$ cat config.mk
export PLATFORM = sky130hd
export DESIGN_NAME = alu_operand_stage
export DESIGN_NICKNAME = d
export VERILOG_FILES = /design/src/rtl/alu_operand_stage_pkg.sv /design/src/rtl/alu_operand_stage_fwd_mux.sv /design/src/rtl/alu_operand_stage.sv
export SDC_FILE = /design/constraint.sdc
export NUM_CORES = 1
export LEC_CHECK = 0
export ABC_AREA = 0
export ABC_CLOCK_PERIOD_IN_PS = 2140
export CAP_MARGIN = 20
export CORE_ASPECT_RATIO = 2
export CORE_MARGIN = 2
export CORE_UTILIZATION = 35
export DETAILED_ROUTE_END_ITERATION = 10
export PLACE_DENSITY = 0.77
export SLEW_MARGIN = 10
export SYNTH_ARGS = -nofsm -noshare
export SYNTH_HDL_FRONTEND = slang
export SYNTH_SLANG_ARGS = --single-unit
$ cat constraint.sdc
create_clock -name clk -period 2.14 [get_ports clk]
set_input_delay 0.642 -clock clk [delete_from_list [all_inputs] [get_ports clk]]
set_output_delay 0.642 -clock clk [all_outputs]
set_load 0.1 [all_outputs]
$ cat src/rtl/alu_operand_stage_pkg.sv
// Shared ALU-op header: operation codes, operand-select encodings and the
// register-match helper used by the operand stage and its forwarding muxes.
package alu_operand_stage_pkg;

   typedef enum logic [3:0] {
      ALU_ADD    = 4'b0000,
      ALU_SUB    = 4'b0001,
      ALU_AND    = 4'b0010,
      ALU_OR     = 4'b0011,
      ALU_XOR    = 4'b0100,
      ALU_SLT    = 4'b0101,
      ALU_SLTU   = 4'b0110,
      ALU_SLL    = 4'b0111,
      ALU_SRA    = 4'b1000,
      ALU_SRL    = 4'b1001,
      ALU_COPY_B = 4'b1010,
      ALU_XXX    = 4'b1111
   } alu_op_e;

   localparam logic [1:0] A_SEL_RS1  = 2'd0;
   localparam logic [1:0] A_SEL_PC   = 2'd1;
   localparam logic [1:0] A_SEL_ZERO = 2'd2;

   localparam logic [1:0] B_SEL_RS2  = 2'd0;
   localparam logic [1:0] B_SEL_IMM  = 2'd1;
   localparam logic [1:0] B_SEL_FOUR = 2'd2;

   localparam logic [31:0] CONST_FOUR = 32'd4;

   // A writer only matches a source when it actually writes a real register.
   function automatic logic src_match(input logic [4:0] src,
                                      input logic [4:0] rd,
                                      input logic       wen);
      return wen && (rd != 5'd0) && (rd == src);
   endfunction

endpackage

$ cat src/rtl/alu_operand_stage_fwd_mux.sv
// Resolves one 32-bit source operand; x0 always reads zero.
// Forwarding from EX/MEM and MEM/WB only exists when ALU_OPERAND_FWD_EN is defined.
module fwd_mux
   import alu_operand_stage_pkg::*;
(
   input  logic [4:0]  src_addr,
   input  logic [31:0] reg_data,
   input  logic [4:0]  exm_rd,
   input  logic        exm_wen,
   input  logic [31:0] exm_data,
   input  logic [4:0]  mwb_rd,
   input  logic        mwb_wen,
   input  logic [31:0] mwb_data,
   output logic [31:0] fwd_data
);

   // The younger EX/MEM result shadows the older MEM/WB one.
   always_comb begin
      fwd_data = reg_data;
      if (src_addr == 5'd0)
         fwd_data = '0;
`ifdef ALU_OPERAND_FWD_EN
      else if (src_match(src_addr, exm_rd, exm_wen))
         fwd_data = exm_data;
      else if (src_match(src_addr, mwb_rd, mwb_wen))
         fwd_data = mwb_data;
`endif
   end

`ifndef ALU_OPERAND_FWD_EN
   logic unused_fwd;
   assign unused_fwd = ^{exm_rd, exm_wen, exm_data, mwb_rd, mwb_wen, mwb_data};
`endif

endmodule

$ cat src/rtl/alu_operand_stage.sv
// Single-entry operand stage between decode and the ALU, with hazard stall.
// Define ALU_OPERAND_FWD_EN for forwarding; otherwise any pending write stalls.
module alu_operand_stage
   import alu_operand_stage_pkg::*;
(
   input  logic        clk,
   input  logic        rst_n,
   input  logic        in_valid,
   output logic        in_ready,
   input  logic [4:0]  rs1_addr,
   input  logic [4:0]  rs2_addr,
   input  logic [4:0]  rd_addr,
   input  logic [31:0] rs1_data,
   input  logic [31:0] rs2_data,
   input  logic [31:0] imm,
   input  logic [31:0] pc,
   input  logic [1:0]  a_sel,
   input  logic [1:0]  b_sel,
   input  logic [3:0]  alu_op_in,
   input  logic        reg_wen_in,
   input  logic        flush,
   input  logic [4:0]  exm_rd,
   input  logic        exm_wen,
   input  logic        exm_is_load,
   input  logic [31:0] exm_data,
   input  logic [4:0]  mwb_rd,
   input  logic        mwb_wen,
   input  logic [31:0] mwb_data,
   output logic        out_valid,
   input  logic        out_ready,
   output logic [31:0] alu_a,
   output logic [31:0] alu_b,
   output logic [3:0]  alu_op,
   output logic [4:0]  rd_out,
   output logic        reg_wen_out,
   output logic [31:0] rs2_fwd
);

   logic [31:0] rs1_resolved;
   logic [31:0] rs2_resolved;
   logic [31:0] a_next;
   logic [31:0] b_next;
   logic        rs1_used;
   logic        rs2_used;
   logic        rs1_hazard;
   logic        rs2_hazard;
   logic        stall;
   logic        transfer;

   fwd_mux u_fwd_rs1 (
      .src_addr (rs1_addr),
      .reg_data (rs1_data),
      .exm_rd   (exm_rd),
      .exm_wen  (exm_wen),
      .exm_data (exm_data),
      .mwb_rd   (mwb_rd),
      .mwb_wen  (mwb_wen),
      .mwb_data (mwb_data),
      .fwd_data (rs1_resolved)
   );

   fwd_mux u_fwd_rs2 (
      .src_addr (rs2_addr),
      .reg_data (rs2_data),
      .exm_rd   (exm_rd),
      .exm_wen  (exm_wen),
      .exm_data (exm_data),
      .mwb_rd   (mwb_rd),
      .mwb_wen  (mwb_wen),
      .mwb_data (mwb_data),
      .fwd_data (rs2_resolved)
   );

   // Stores (no writeback) always need rs2 as store data, whatever b_sel says.
   assign rs1_used = (a_sel == A_SEL_RS1);
   assign rs2_used = (b_sel == B_SEL_RS2) || !reg_wen_in;

`ifdef ALU_OPERAND_FWD_EN
   assign rs1_hazard = exm_is_load && src_match(rs1_addr, exm_rd, exm_wen);
   assign rs2_hazard = exm_is_load && src_match(rs2_addr, exm_rd, exm_wen);
`else
   assign rs1_hazard = src_match(rs1_addr, exm_rd, exm_wen) ||
                       src_match(rs1_addr, mwb_rd, mwb_wen);
   assign rs2_hazard = src_match(rs2_addr, exm_rd, exm_wen) ||
                       src_match(rs2_addr, mwb_rd, mwb_wen);
   logic unused_top;
   assign unused_top = exm_is_load;
`endif

   assign stall    = in_valid && ((rs1_used && rs1_hazard) || (rs2_used && rs2_hazard));
   assign in_ready = (!out_valid || out_ready) && !stall;
   assign transfer = in_valid && in_ready;

   always_comb begin
      a_next = '0;
      case (a_sel)
         A_SEL_RS1: a_next = rs1_resolved;
         A_SEL_PC:  a_next = pc;
         default:   a_next = '0;
      endcase
   end

   always_comb begin
      b_next = '0;
      case (b_sel)
         B_SEL_RS2:  b_next = rs2_resolved;
         B_SEL_IMM:  b_next = imm;
         B_SEL_FOUR: b_next = CONST_FOUR;
         default:    b_next = '0;
      endcase
   end

   // Flush beats any transfer; a drained entry leaves a bubble behind.
   always_ff @(posedge clk or negedge rst_n) begin
      if (!rst_n) begin
         out_valid   <= 1'b0;
         alu_a       <= '0;
         alu_b       <= '0;
         alu_op      <= ALU_XXX;
         rd_out      <= '0;
         reg_wen_out <= 1'b0;
         rs2_fwd     <= '0;
      end else if (flush) begin
         out_valid   <= 1'b0;
         alu_op      <= ALU_XXX;
         reg_wen_out <= 1'b0;
      end else if (transfer) begin
         out_valid   <= 1'b1;
         alu_a       <= a_next;
         alu_b       <= b_next;
         alu_op      <= alu_op_in;
         rd_out      <= rd_addr;
         reg_wen_out <= reg_wen_in;
         rs2_fwd     <= rs2_resolved;
      end else if (out_ready) begin
         out_valid   <= 1'b0;
         alu_op      <= ALU_XXX;
         reg_wen_out <= 1'b0;
      end
   end

endmodule

==> results.py <==
metrics = {
    "layout": {
        "final_layout_size_suffix_gt1_share_pct": 42.52,
        "final_cell_mix": "clkdlybuf4s50_1, dfrtp_1, buf_12",
        "nets": 1024,
        "post-route-util_pct": 65.92,
        "area_growth_pct": 84.04,
        "final_common_cell": "clkdlybuf4s50_1",
        "diodes": 0,
        "final_cells": 999,
        "multi_input_area_um2": 3013,
        "regArea_um2": 2683,
        "fillCellCount": 1164,
    },
    "die": {
        "die_w_um": 95.47,
        "fp-row-count": 66,
        "fp.dieH_um": 186.9,
        "die_area_um2": 17850,
        "ios": 342,
        "core_area_um2": 16350,
        "initial_core_util_pct": 35.82,
    },
    "grt": {
        "grt_remaining_overflow": 0,
        "grtUsageTotal_pct": 22.80,
        "grt_pass1_wl_um": 30880,
        "antenna_found_initial": 0,
        "grt_pass1_vias": 5469,
        "grt_max_degree": 65,
    },
    "timing": {
        "slew_viol_final": 0,
        "setup_viol": 103,
        "slew_headroom_pct": 58.75,
        "skew_ns": 0.006903,
        "setup_slack_ns": -0.5048,
        "fin_worst_hold_slack_ns": 0.2396,
        "worst_pin_slew_ns": 0.6188,
        "rsz0062_at_grt": "true",
        "fin_crit_ns": 2.645,
        "max_freq_ghz": 0.3781,
        "hold_violations": 0,
        "finalCritPeriodShare_pct": 123.6,
    },
    "logic_synthesis": {
        "ys.warnings.count": 0,
        "seq_area_frac_synth_pct": 45.80,
        "synth-edff-count": 0,
        "syn_area_um2": 5857,
        "syn_avg_cell_area_um2": 12.49,
        "synth_nets": 703,
        "synth-seq-cells": 107,
        "synthArstFlopShare_pct": 100.0,
        "synthDistinctLibCells": 31,
        "synthCells": 469,
        "synth-main-ff-cell": "dfrtp_1",
    },
    "setup_path": {
        "path_class": "primary input to flip-flop",
        "endpoint_kind": "flip-flop",
        "crit_fanout": 6,
        "required_ns": 2.37,
        "crit_arrival_ns": 2.87,
        "start_kind": "primary input",
    },
    "power_and_ir_drop": {
        "pwr-share-seq_pct": 27.6,
        "clock_power_share_pct": 18.3,
        "cellLeakagePower_nw": 5.016,
        "ir_drop_mv": 0.5866,
        "p_int_mw": 5.557,
        "power_mw": 9.917,
        "comb_power_share_pct": 54.1,
        "p_switching_mw": 4.360,
        "p_sw_share_pct": 43.96,
        "power.density_nw_per_um2": 920.0,
    },
    "cts": {
        "cts_buffer_depth": 2,
        "clk_latency_ns": 0.35,
        "hold_buffers": 0,
        "clk_pin_slew_ns": 0.06,
        "root_buffer": "clkbuf_16",
        "cts_tree": "built",
        "cts_max_level": 3,
        "cts_made_buffers": 9,
        "cts.sinks": 107,
    },
    "route": {
        "drt_first_iter_violations": 186,
        "wl_per_cell_um": 20.36,
        "drc": 0,
        "first_pass_iters": 4,
        "viasPerCell": 4.959,
        "vias": 4954,
        "ant_nets": 0,
        "wl_um": 20340,
    },
    "placement": {
        "placed_cells": 959,
        "dp_hpwl_um": 14100,
        "place.gp.congestion": 0.8959,
        "io_buffers": 276,
    },
    "run_status": {
        "violations": "negative setup slack",
        "status": "complete, but fails checks",
    },
    "min_path": {
        "hold_path_class": "primary input to async pin",
    },
    "flow_run": {
        "drv_cap": 0,
    },
}
[critical path: stages]
cell,delay (ns)
buf_6,0.09
or4_4,0.52
o21ai_2,0.15
o22ai_2,0.10
buf_4,0.14
or4_4,0.46
buf_8,0.17
buf_12,0.14
buf_16,0.15
mux2_4,0.30
[power groups by stage]
| stage | logic (mW) | clock network (mW) | registers, mW |
|---|---|---|---|
| floorplan | 0.834 | 0 | 5.05 |
| global placement | 5.17 | 0 | 2.75 |
| detailed placement | 5.21 | 0 | 2.77 |
| CTS | 5.38 | 1.86 | 2.73 |
| global route | 5.51 | 1.96 | 2.77 |
| finish | 5.36 | 1.82 | 2.74 |
[timing repair]
action / 4_1_cts / 5_1_grt
resized for setup: 98 / 31
setup endpoints to repair: 108 / 107
pin swaps: 12 / 15
buffers inserted: 11 / 2
cloned: 13 / 1
[kinds of logic (layout without fill, tap and decap cells)]
| logic type | Yosys count | count (layout) | share of synthesized area (%) |
|---|---|---|---|
| buf+inv | 34 | 360 | 4.892 |
| mux | 101 | 101 | 25.10 |
| flops | 107 | 107 | 45.80 |
| compound gates | 77 | 77 | 9.272 |
| xor+xnor | 20 | 20 | 2.991 |
| simple gates | 130 | 130 | 11.94 |
[path summary, 6_finish.rpt]
check                               start        end  slack, ns  cells after the start
worst max-delay path            exm_rd[3]   alu_a[4]      -0.50                     10
worst min-delay path                rst_n   alu_b[3]       0.24                      1
worst max register to register  out_valid   alu_a[4]       0.12                      6
worst min register to register  rd_out[1]  rd_out[1]       0.52                      1
max in group asynchronous           rst_n  alu_op[0]       1.34                      2
min in group clk                rd_out[1]  rd_out[1]       0.52                      1
[layer usage]
layer / GRT usage (%) / routed length [µm] / up-vias
met2: 42.88 / 11490 / 208
met1: 25.40 / 7294 / 2452
met4: 5.549 / 210 / 0
li1: - / - / 2283
met3: 4.633 / 1345 / 11
met5: 0 / 0 / -
[sequential cells by signal, summed over array words and instances, names as in the netlist]
name	cells
alu_a	32
rs2_fwd	32
alu_b	32
rd_out	5
reg_wen_out	1
out_valid	1
alu_op	4
[Yosys cell counts, types with 2 or more instances]
library cell	instances	area, µm²
dfstp_2	4	105.1
nor2b_1	3	18.77
buf_12	9	180.2
dfrtp_1	103	2577
clkbuf_1	21	78.83
inv_1	2	7.510
nor4_1	4	25.02
nand2b_1	32	200.2
and2_1	31	193.9
xor2_1	20	175.2
a21oi_1	33	165.2
or4_1	3	22.52
nand2_1	33	123.9
mux2_4	89	1336
a22o_1	31	271.5
nor3_1	9	45.04
nor2_1	12	45.04
mux2_2	11	123.9
a22oi_1	7	52.55
[per-stage QoR]
| stage | instance area, µm² | TNS [ns] | setup slack (ns) |
|---|---|---|---|
| 2_1_floorplan | 5879 | -46.39 | -0.5116 |
| 3_3_place_gp | 9891 | -97.36 | -0.9756 |
| 3_5_place_dp | 9891 | -102.19 | -1.029 |
| 4_1_cts | 10770 | -44.69 | -0.5313 |
| 5_1_grt | 10780 | -51.15 | -0.5693 |
| 6_report | 10780 | -44.79 | -0.5048 |
[area by class of cell]
type,count,share of cell area [%]
inverter,2,0.06965
sequential,107,24.89
tap,204,2.368
clock buffer,12,2.287
timing repair buffer,342,41.75
clock inverter,4,0.6849
multi-input combinational,328,27.95
(Power assumes the default switching activity.)
